$ cat config.mk
export PLATFORM = sky130hd
export DESIGN_NAME = punc_datapath_mc
export DESIGN_NICKNAME = d
export VERILOG_FILES = /design/src/rtl/punc_pkg.sv /design/src/rtl/punc_mem_access.sv /design/src/rtl/punc_datapath_mc.sv
export SDC_FILE = /design/constraint.sdc
export NUM_CORES = 1
export LEC_CHECK = 0
export ABC_AREA = 0
export CAP_MARGIN = 20
export CORE_MARGIN = 4
export CORE_UTILIZATION = 40
export CTS_CLUSTER_DIAMETER = 50
export DETAILED_ROUTE_END_ITERATION = 8
export PLACE_DENSITY_LB_ADDON = 0.08
export SYNTH_ARGS = -nofsm -noshare
export SYNTH_HDL_FRONTEND = slang
export SYNTH_HIERARCHICAL = 1
export SYNTH_SLANG_ARGS = --single-unit
$ cat constraint.sdc
create_clock -name clk -period 8.38 [get_ports clk]
set_input_delay 1.676 -clock clk [delete_from_list [all_inputs] [get_ports clk]]
set_output_delay 1.676 -clock clk [all_outputs]
set_load 0.005 [all_outputs]
$ cat src/rtl/punc_pkg.sv
`default_nettype none
// ============================================================================
// Module      : punc_pkg
// Description : Shared encodings for the PUnC multi-cycle datapath: ALU ops,
//               PC ops, register write-data selects, access address selects
//               and the memory-access sequencer state type.
// Revision    : 1.0 - initial release
// ============================================================================
package punc_pkg;

    // ALU operation encodings
    localparam logic [2:0] c_alu_add   = 3'd0;
    localparam logic [2:0] c_alu_and   = 3'd1;
    localparam logic [2:0] c_alu_not   = 3'd2;
    localparam logic [2:0] c_alu_passa = 3'd3;
    localparam logic [2:0] c_alu_xor   = 3'd4;
    localparam logic [2:0] c_alu_shl1  = 3'd5;
    localparam logic [2:0] c_alu_shr1  = 3'd6;
    localparam logic [2:0] c_alu_passb = 3'd7;

    // PC update encodings
    localparam logic [1:0] c_pc_hold = 2'd0;
    localparam logic [1:0] c_pc_inc  = 2'd1;
    localparam logic [1:0] c_pc_load = 2'd2;
    localparam logic [1:0] c_pc_add  = 2'd3;

    // Register-file write-data select
    localparam logic [1:0] c_wd_alu   = 2'd0;
    localparam logic [1:0] c_wd_mdr   = 2'd1;
    localparam logic [1:0] c_wd_pc    = 2'd2;
    localparam logic [1:0] c_wd_pcoff = 2'd3;

    // Memory access address select
    localparam logic [1:0] c_asel_pc    = 2'd0;
    localparam logic [1:0] c_asel_pcoff = 2'd1;
    localparam logic [1:0] c_asel_rfoff = 2'd2;
    localparam logic [1:0] c_asel_mdr   = 2'd3;

    // Memory access sequencer states
    typedef enum logic [1:0] {
        ST_IDLE = 2'd0,
        ST_REQ  = 2'd1,
        ST_RSP  = 2'd2,
        ST_DONE = 2'd3
    } acc_state_t;

endpackage
`default_nettype wire

$ cat src/rtl/punc_mem_access.sv
`default_nettype none
// ============================================================================
// Module      : punc_mem_access
// Description : Memory access sequencer for the PUnC datapath. Captures the
//               access address, direction and write data on acc_start, runs
//               the valid/ready request and waits for the read response,
//               which is stored in MDR.
// Revision    : 1.0 - initial release
// ============================================================================
module punc_mem_access #(
    parameter int DATA_W = 16
) (
    input  logic              clk,
    input  logic              rst,
    input  logic              acc_start,
    input  logic              acc_we,
    input  logic [1:0]        acc_asel,
    input  logic [DATA_W-1:0] pc,
    input  logic [DATA_W-1:0] offset,
    input  logic [DATA_W-1:0] rf_rdata0,
    input  logic [DATA_W-1:0] alu_result,
    output logic              acc_busy,
    output logic              acc_done,
    output logic              mem_req_valid,
    input  logic              mem_req_ready,
    output logic [DATA_W-1:0] mem_req_addr,
    output logic              mem_req_we,
    output logic [DATA_W-1:0] mem_req_wdata,
    input  logic              mem_rsp_valid,
    input  logic [DATA_W-1:0] mem_rsp_data,
    output logic [DATA_W-1:0] mdr
);
    import punc_pkg::*;

    acc_state_t        r_state;
    logic              r_busy;
    logic              r_done;
    logic              r_req_valid;
    logic [DATA_W-1:0] r_req_addr;
    logic              r_req_we;
    logic [DATA_W-1:0] r_req_wdata;
    logic [DATA_W-1:0] r_mdr;
    logic [DATA_W-1:0] w_acc_addr;

    // Access address selection, evaluated in the cycle acc_start is seen
    always_comb begin
        w_acc_addr = pc;
        case (acc_asel)
            c_asel_pc:    w_acc_addr = pc;
            c_asel_pcoff: w_acc_addr = pc + offset;
            c_asel_rfoff: w_acc_addr = rf_rdata0 + offset;
            c_asel_mdr:   w_acc_addr = r_mdr;
            default:      w_acc_addr = pc;
        endcase
    end

    // Access sequencer; status and request outputs are registered alongside the state
    always_ff @(posedge clk) begin
        if (!rst) begin
            r_state     <= ST_IDLE;
            r_busy      <= 1'b0;
            r_done      <= 1'b0;
            r_req_valid <= 1'b0;
            r_req_addr  <= '0;
            r_req_we    <= 1'b0;
            r_req_wdata <= '0;
            r_mdr       <= '0;
        end else begin
            r_done <= 1'b0;
            case (r_state)
                ST_IDLE: begin
                    if (acc_start) begin
                        r_req_addr  <= w_acc_addr;
                        r_req_we    <= acc_we;
                        r_req_wdata <= alu_result;
                        r_req_valid <= 1'b1;
                        r_busy      <= 1'b1;
                        r_state     <= ST_REQ;
                    end
                end
                ST_REQ: begin
                    if (mem_req_ready) begin
                        r_req_valid <= 1'b0;
                        if (r_req_we) begin
                            r_busy  <= 1'b0;
                            r_done  <= 1'b1;
                            r_state <= ST_DONE;
                        end else begin
                            r_state <= ST_RSP;
                        end
                    end
                end
                ST_RSP: begin
                    if (mem_rsp_valid) begin
                        r_mdr   <= mem_rsp_data;
                        r_busy  <= 1'b0;
                        r_done  <= 1'b1;
                        r_state <= ST_DONE;
                    end
                end
                ST_DONE: begin
                    r_state <= ST_IDLE;
                end
                default: begin
                    r_state <= ST_IDLE;
                end
            endcase
        end
    end

    assign acc_busy      = r_busy;
    assign acc_done      = r_done;
    assign mem_req_valid = r_req_valid;
    assign mem_req_addr  = r_req_addr;
    assign mem_req_we    = r_req_we;
    assign mem_req_wdata = r_req_wdata;
    assign mdr           = r_mdr;

endmodule
`default_nettype wire

$ cat src/rtl/punc_datapath_mc.sv
`default_nettype none
// ============================================================================
// Module      : punc_datapath_mc
// Description : Parametrised PUnC multi-cycle datapath: ALU, register file,
//               PC, IR and NZP flags, with memory reached through a
//               valid/ready access sequencer (punc_mem_access).
//               Build option PUNC_OVF_FLAG_EN adds the signed-overflow flag v.
// Revision    : 1.0 - initial release
// ============================================================================
module punc_datapath_mc #(
    parameter  int DATA_W = 16,
    parameter  int NREGS  = 8,
    localparam int RA_W   = $clog2(NREGS)
) (
    input  logic              clk,
    input  logic              rst,
    input  logic [1:0]        pc_op,
    input  logic              pc_clr,
    input  logic              ir_ld,
    input  logic [RA_W-1:0]   rf_raddr0,
    input  logic [RA_W-1:0]   rf_raddr1,
    input  logic [RA_W-1:0]   rf_waddr,
    input  logic              rf_we,
    input  logic [1:0]        wd_sel,
    input  logic [2:0]        alu_op,
    input  logic              imm_sel,
    input  logic [DATA_W-1:0] imm,
    input  logic [DATA_W-1:0] offset,
    input  logic              cc_ld,
    input  logic              acc_start,
    input  logic              acc_we,
    input  logic [1:0]        acc_asel,
    output logic              acc_busy,
    output logic              acc_done,
    output logic              mem_req_valid,
    input  logic              mem_req_ready,
    output logic [DATA_W-1:0] mem_req_addr,
    output logic              mem_req_we,
    output logic [DATA_W-1:0] mem_req_wdata,
    input  logic              mem_rsp_valid,
    input  logic [DATA_W-1:0] mem_rsp_data,
    output logic [DATA_W-1:0] ir,
    output logic              n,
    output logic              z,
    output logic              p,
    input  logic [RA_W-1:0]   rf_debug_addr,
    output logic [DATA_W-1:0] rf_debug_data,
`ifdef PUNC_OVF_FLAG_EN
    output logic              v,
`endif
    output logic [DATA_W-1:0] pc_debug_data
);
    import punc_pkg::*;

    logic [DATA_W-1:0] r_rf [NREGS];
    logic [DATA_W-1:0] r_pc;
    logic [DATA_W-1:0] r_ir;
    logic              r_n;
    logic              r_z;
    logic              r_p;
    logic [DATA_W-1:0] w_rdata0;
    logic [DATA_W-1:0] w_rdata1;
    logic [DATA_W-1:0] w_alu_b;
    logic [DATA_W-1:0] w_alu_result;
    logic [DATA_W-1:0] w_pc_off;
    logic [DATA_W-1:0] w_wdata;
    logic [DATA_W-1:0] w_mdr;

    assign w_rdata0 = r_rf[rf_raddr0];
    assign w_rdata1 = r_rf[rf_raddr1];
    assign w_alu_b  = imm_sel ? imm : w_rdata1;
    assign w_pc_off = r_pc + offset;

    // ALU: combinational, all results wrap modulo 2^DATA_W
    always_comb begin
        w_alu_result = '0;
        case (alu_op)
            c_alu_add:   w_alu_result = w_rdata0 + w_alu_b;
            c_alu_and:   w_alu_result = w_rdata0 & w_alu_b;
            c_alu_not:   w_alu_result = ~w_rdata0;
            c_alu_passa: w_alu_result = w_rdata0;
            c_alu_xor:   w_alu_result = w_rdata0 ^ w_alu_b;
            c_alu_shl1:  w_alu_result = {w_rdata0[DATA_W-2:0], 1'b0};
            c_alu_shr1:  w_alu_result = {w_rdata0[DATA_W-1], w_rdata0[DATA_W-1:1]};
            c_alu_passb: w_alu_result = w_alu_b;
            default:     w_alu_result = '0;
        endcase
    end

    // Register-file write-data selection
    always_comb begin
        w_wdata = w_alu_result;
        case (wd_sel)
            c_wd_alu:   w_wdata = w_alu_result;
            c_wd_mdr:   w_wdata = w_mdr;
            c_wd_pc:    w_wdata = r_pc;
            c_wd_pcoff: w_wdata = w_pc_off;
            default:    w_wdata = w_alu_result;
        endcase
    end

    // Register file: reads above are of the pre-edge contents, so write-then-read returns old data
    always_ff @(posedge clk) begin
        if (!rst) begin
            for (int i = 0; i < NREGS; i++) begin
                r_rf[i] <= '0;
            end
        end else if (rf_we) begin
            r_rf[rf_waddr] <= w_wdata;
        end
    end

    // PC update; clear takes priority over any pc_op
    always_ff @(posedge clk) begin
        if (!rst) begin
            r_pc <= '0;
        end else if (pc_clr) begin
            r_pc <= '0;
        end else begin
            case (pc_op)
                c_pc_hold: r_pc <= r_pc;
                c_pc_inc:  r_pc <= r_pc + DATA_W'(1);
                c_pc_load: r_pc <= w_rdata0;
                c_pc_add:  r_pc <= w_pc_off;
                default:   r_pc <= r_pc;
            endcase
        end
    end

    // IR load takes the MDR value present before this edge
    always_ff @(posedge clk) begin
        if (!rst) begin
            r_ir <= '0;
        end else if (ir_ld) begin
            r_ir <= w_mdr;
        end
    end

    // NZP flags: exactly one is set after reset or any cc_ld update
    always_ff @(posedge clk) begin
        if (!rst) begin
            r_n <= 1'b0;
            r_z <= 1'b1;
            r_p <= 1'b0;
        end else if (cc_ld) begin
            r_n <= w_alu_result[DATA_W-1];
            r_z <= (w_alu_result == '0);
            r_p <= !w_alu_result[DATA_W-1] && (w_alu_result != '0);
        end
    end

`ifdef PUNC_OVF_FLAG_EN
    logic r_v;
    logic w_add_ovf;

    // Signed overflow of ADD: equal-sign operands producing a result of the other sign
    assign w_add_ovf = (alu_op == c_alu_add)
                    && (w_rdata0[DATA_W-1] == w_alu_b[DATA_W-1])
                    && (w_alu_result[DATA_W-1] != w_rdata0[DATA_W-1]);

    // Overflow flag updated together with NZP
    always_ff @(posedge clk) begin
        if (!rst) begin
            r_v <= 1'b0;
        end else if (cc_ld) begin
            r_v <= w_add_ovf;
        end
    end

    assign v = r_v;
`endif

    punc_mem_access #(
        .DATA_W (DATA_W)
    ) u_mem_access (
        .clk           (clk),
        .rst           (rst),
        .acc_start     (acc_start),
        .acc_we        (acc_we),
        .acc_asel      (acc_asel),
        .pc            (r_pc),
        .offset        (offset),
        .rf_rdata0     (w_rdata0),
        .alu_result    (w_alu_result),
        .acc_busy      (acc_busy),
        .acc_done      (acc_done),
        .mem_req_valid (mem_req_valid),
        .mem_req_ready (mem_req_ready),
        .mem_req_addr  (mem_req_addr),
        .mem_req_we    (mem_req_we),
        .mem_req_wdata (mem_req_wdata),
        .mem_rsp_valid (mem_rsp_valid),
        .mem_rsp_data  (mem_rsp_data),
        .mdr           (w_mdr)
    );

    assign ir            = r_ir;
    assign n             = r_n;
    assign z             = r_z;
    assign p             = r_p;
    assign rf_debug_data = r_rf[rf_debug_addr];
    assign pc_debug_data = r_pc;

endmodule
`default_nettype wire

# Word level (Yosys, flattened, before mapping)

Memory sizes are Yosys's and may differ from the RTL's.
Cells that the tools add are included.

Input port bits: 80
Bits in writable memories: 128
Bits in registers: 89
Logic and storage cells: 91
Memories: 1

Bitwise gates (word level): 4
Add/subtract/negate cells: 4
Mux-type cells: 28
Equality and inequality tests: 23
Reductions and logical operators: 18

Memory list:

| memory | words | width | read ports | clocked after memory_dff | write ports | line                   | source |
|---|---|---|---|---|---|---|---|
| r_rf   | 8     | 16    | 3          | 0                        | 8           | punc_datapath_mc.sv:55 | `logic [DATA_W-1:0] r_rf [NREGS];` |

Operator list:

| kind                  | count |
|---|---|
| $pmux 16 s4           | 2 |
| $pmux 16 s8           | 1 |
| $add 16x16->16        | 3 |
| $pmux 16 s3           | 1 |
| $mux 16               | 2 |
| $add 16x1->16 const B | 1 |
| $and 16x16->16        | 1 |
| $eq 2x2->1 const B    | 8 |
| $logic_not 16->1      | 1 |
| $not 16->16           | 1 |
| $reduce_bool 16->1    | 1 |
| $reduce_or 16->1      | 1 |
| $xor 16x16->16        | 1 |
| $mux 1                | 14 |
| $eq 3x3->1 const B    | 4 |
| $eq 2x1->1 const B    | 4 |
| $logic_not 2->1       | 4 |
| $pmux 2 s4            | 1 |
| $eq 3x2->1 const B    | 2 |
| $mux 2                | 3 |
| $ne 2x2->1 const B    | 3 |
| $reduce_and 3->1      | 2 |
| $reduce_and 5->1      | 1 |
| $pmux 1 s2            | 2 |
| other kinds (12)      | 13 |

# Depth between registers and ports, before layout

An unclocked memory read counts as a cell.

Word-level depth: 6
Gate-level depth with buffers: 19
Gate-level depth less buffers: 14

# Hierarchy

Netlist, hierarchy kept.

By module, submodules not included:

| module           | cells an instance | instances | area each (um^2) | seq. area each (um^2) |
|---|---|---|---|---|
| punc_datapath_mc | 1249              | 1         | 12679.7          | 4544.4 |
| punc_mem_access  | 407               | 1         | 3320.7           | 1081.0 |

# Worst setup path before layout

OpenSTA, ideal clock, no wires.

Path kind: input -> register
Start point: input rf_raddr1[1]
End point: memory r_rf[0][14], data pin
Arrival time: 5.288 ns
Path slack: 2.951 ns
Data required time: 8.239 ns
Library setup time: 0.141 ns
Cell stages on the path: 16
Cells stage by stage: buf_2 buf_2 mux4_2 o22a_1 nor2b_1 ha_1 fa_1 a211oi_1 o21ai_0 a211oi_1 nor2_1 mux2i_1 nand3_1 inv_1 mux4_2 nor2_1

RTL lines:

| what        | line                   | source |
|---|---|---|
| from (decl) | punc_datapath_mc.sv:21 | `input logic [RA_W-1:0] rf_raddr1,` |
| to (decl)   | punc_datapath_mc.sv:55 |  |

# Worst setup path in the final report

Start point: input rf_raddr0[1]
End point: register r_p, in the netlist p

Word-level cells in the longest chain between the ends: 5
Elaborated cells between the ends (all ways): 9
Those cells by class: add/sub (1); mux (1); bitwise (3); reduce/logical (3); memory (1)

RTL lines:

| what                                                  | line                    | source |
|---|---|---|
| from (decl)                                           | punc_datapath_mc.sv:20  | `input logic [RA_W-1:0] rf_raddr0,` |
| $mem_v2 8x16 *                                        | -                       |  |
| net w_rdata0[1]                                       | punc_datapath_mc.sv:61  | `logic [DATA_W-1:0] w_rdata0;` |
| $add 16x16->16 (tied with other cells)                | punc_datapath_mc.sv:78  | `c_alu_add: w_alu_result = w_rdata0 + w_alu_b;` |
| $pmux 16 s8 *                                         | punc_datapath_mc.sv:77  | `case (alu_op)` |
| $reduce_bool 16->1 or $logic_not 1->1 (tied branches) | punc_datapath_mc.sv:148 | `r_p <= !w_alu_result[DATA_W-1] && (w_alu_result != '0);` |
| $logic_and 1x1->1 *                                   | punc_datapath_mc.sv:148 |  |
| to (signal assigned)                                  | punc_datapath_mc.sv:148 |  |
| to (decl)                                             | punc_datapath_mc.sv:60  | `logic r_p;` |

The timed path passes the listed nets; every way through them passes the cells marked *.
A chain may end at the register's enable or synchronous reset.

==> metrics.yaml <==
power_and_ir_drop:
  worst_ir_drop_on_vdd_uv: 167.1
  static-leakage-power_nw: 7.288
  power-per-cell-area_mw_per_mm2: 199.9
  design_power_total_mw: 3.834
critical_path:
  cp_max_fo: 15
  worst-endpoint-required_ns: 8.79
  endpoint_arrival_time_on_the_critical_path_ns: 7.90
  worstSetupStartpointType: "input pin"
  endpoint_kind: "register"
  crit_type: "in2reg"
  worst_r2r_path_depth: 14
  r2r_setup_slack_ns: 3.01
synthesis:
  post-synth-top-area-fraction: 0.2402
  synth_warnings: 6
  synth.lib_cells_used.distinct: 95
  edff_count_synth: 128
  synth_top_cells_by_count: "sky130_fd_sc_hd__nor2_1 (208), sky130_fd_sc_hd__nand2_1 (183), sky130_fd_sc_hd__edfxtp_1 (128), sky130_fd_sc_hd__mux2i_1 (91), sky130_fd_sc_hd__dfxtp_1 (89)"
  synth_flop_cell: "sky130_fd_sc_hd__edfxtp_1"
  synth_seq_area_share: 0.3516
  ys_async_sr_fraction: 0
  synth_area_leader_cell: "sky130_fd_sc_hd__edfxtp_1"
  yosys-top-cells-area: "sky130_fd_sc_hd__edfxtp_1 (24%), sky130_fd_sc_hd__dfxtp_1 (11%), sky130_fd_sc_hd__mux4_2 (9.1%)"
  syn-cell-area_mm2: 0.01600
  synth_most_common_cell: "sky130_fd_sc_hd__nor2_1"
  synth.net_count: 1794
  synth-seq-cells: 217
  syn-instance-count: 1656
  syn_area_per_cell_um2: 9.662
finish:
  design.final.nets: 1921
  antenna_cells_inserted: 0
  layout.cell_area.non_filler_mm2: 0.01917
  drive_above_1_share: 0.1324
  stdcell_count: 2330
  layout-area-overhead-vs-synth_pct: 19.84
  filler_cell_count: 3788
sta:
  hold_ws_ns: 0.4676
  grt_setup_unrepaired: "no"
  fin_crit_sh: 0.8930
  hold_viol: 0
  achievable-frequency_ghz: 0.1336
  layout_min_cycle_time_ns: 7.483
  tns_ns: 0
  slew_viol_final: 0
  fin_worst_skew_ns: 0.02529
  setup-violations-final: 0
  maxSlewHeadroom: 0.2111
  worst_slew_pin_slew_ns: 1.180
floorplan:
  boundary_pin_count: 167
  floorplan.die_area_mm2: 0.04326
  core_area_mm2: 0.03964
  dieWidth_um: 208
  placement_rows: 73
  floorplan.initialDensity: 0.4036
  die_height_um: 208
route:
  vias: 14300
  wire_per_inst_um: 27.38
  detailedRoute.firstPassIterationCount: 6
  antenna_violating_nets_post_route: 0
  via_per_inst: 6.137
  drt_wl_total_um: 63800
  initialDrtViolationCount: 1547
  drc: 0
clock_tree:
  post_cts_hold_buffer_count: 0
  cts_post_setup_buffers_inserted: 0
  cts-root-to-sink-buffers: 3
  cts_tree: "yes"
  cts-htree-levels: 2
  insertion_delay_ns: 0.53
  clk_pin_slew_worst_paths_ns: 0.06
  cts_inserted_buffers: 34
  cts_resized: 0
  cts_root_buffer: "sky130_fd_sc_hd__clkbuf_16"
  cts_sinks: 217
placed_design:
  hpwlAfterDp_um: 46500
  dpl-instance-area_mm2: 0.01805
  portBuffers: 166
  dpl.cell_count: 2271
  gp_congestion: 0.9456
global_route:
  antenna_found_initial: 0
  grt_max_degree: 78
  wire_length_of_the_first_global_routing_pass_um: 93610
  global_route_usage_over_all_layers: 0.2851
  grt_overflow_total: 0
  via_count_of_the_first_global_routing_pass: 14020
worst_hold_path:
  cell_depth_of_the_worst_hold_path: 2
  hold_path_class: "reg2reg"
run:
  max-cap-violations: 0
outcome:
  run_status: "completed"
==> kinds of logic after synthesis <==
| kind of cell | share of synthesized area |
|---|---|
| AO/OA/AOI/OAI | 0.1735 |
| XOR/XNOR | 0.02737 |
| adder cells (fa/ha/maj) | 0.04676 |
| buffers and inverters | 0.04371 |
| flip-flops | 0.3516 |
| multiplexers | 0.2019 |
| AND/OR/NAND/NOR | 0.1551 |
==> layout make-up <==
cell class / count / area (um^2) / share of cell area
clock buffer: 40 / 904.6 / 0.04718
timing repair buffer: 201 / 1932 / 0.1008
tap: 525 / 656.9 / 0.03426
sequential: 217 / 5625 / 0.2934
multi-input combinational: 1280 / 9676 / 0.5046
inverter: 49 / 183.9 / 0.009592
clock inverter: 18 / 196.4 / 0.01024
==> power breakdown <==
part	switching [mW]	internal [mW]	total (mW)
clock	0.533	0.868	1.40
sequential	0.0901	1.22	1.31
combinational	0.648	0.475	1.12
==> final timing paths <==
path / start / endpoint
worst max-delay path: rf_raddr0[1] / p$_SDFFE_PN0P_
worst min-delay path: u_mem_access/mem_req_wdata[4]$_SDFFE_PN0P_ / u_mem_access/mem_req_wdata[4]$_SDFFE_PN0P_
worst max register to register: r_rf[4][0]$_SDFFCE_PN0P_ / p$_SDFFE_PN0P_
worst min register to register: u_mem_access/mem_req_wdata[4]$_SDFFE_PN0P_ / u_mem_access/mem_req_wdata[4]$_SDFFE_PN0P_
==> stage by stage <==
step	setup WS (ns)	util
floorplan	2.951	-
global placement	0.7260	0.4549
detailed placement	0.7651	0.4552
CTS	1.224	0.4830
global route	0.7022	0.4837
finish	0.8968	0.4837
==> flip-flops by register name, indices dropped and copies added, names as in the netlist <==
| register | count |
|---|---|
| u_mem_access/mem_req_wdata | 16 |
| pc_debug_data | 16 |
| u_mem_access/mem_req_addr | 16 |
| n | 1 |
| z | 1 |
| u_mem_access/mem_req_valid | 1 |
| u_mem_access/mdr | 16 |
| u_mem_access/acc_done | 1 |
| r_rf | 128 |
| ir | 16 |
| u_mem_access/mem_req_we | 1 |
| p | 1 |
| u_mem_access/acc_busy | 1 |
| u_mem_access/r_state | 2 |
==> critical path: stages <==
cell,delay (ns)
sky130_fd_sc_hd__clkdlybuf4s50_1,0.85
sky130_fd_sc_hd__nor2b_1,0.95
sky130_fd_sc_hd__a22oi_1,0.22
sky130_fd_sc_hd__nand2_1,0.30
sky130_fd_sc_hd__inv_1,0.18
sky130_fd_sc_hd__fa_1,0.47
sky130_fd_sc_hd__a211oi_1,0.60
sky130_fd_sc_hd__o21ai_0,0.21
sky130_fd_sc_hd__a31oi_1,0.25
sky130_fd_sc_hd__xnor2_1,0.09
sky130_fd_sc_hd__a211oi_1,0.72
sky130_fd_sc_hd__nand2b_1,0.25
sky130_fd_sc_hd__nor4_2,0.45
sky130_fd_sc_hd__nand3_1,0.35
sky130_fd_sc_hd__a41o_1,0.32
==> per-layer routing <==
layer  up-vias  track usage  part of all wire
met5         -            0                 0
met4         0      0.06999             0.024
met3        99      0.07750             0.092
met2       657       0.4251              0.43
met1      7098       0.4141              0.45
li1       6446            -                 -
==> placed cells by master (no fill, tap or decap), types with 37 or more instances in the layout <==
master                            Yosys  routed
sky130_fd_sc_hd__ha_1                55      55
sky130_fd_sc_hd__o21ai_0             76      76
sky130_fd_sc_hd__xnor2_1             37      37
sky130_fd_sc_hd__dfxtp_1             89      89
sky130_fd_sc_hd__clkdlybuf4s50_1      0     162
sky130_fd_sc_hd__mux2i_1             91      91
sky130_fd_sc_hd__mux2_2              53      53
sky130_fd_sc_hd__edfxtp_1           128     128
sky130_fd_sc_hd__a21oi_1             65      65
sky130_fd_sc_hd__nand2_1            183     183
sky130_fd_sc_hd__nor2_1             208     208
sky130_fd_sc_hd__mux4_2              65      65
sky130_fd_sc_hd__inv_1               47      47
sky130_fd_sc_hd__a21boi_0            40      40
Power figures use the tool's default switching activity.
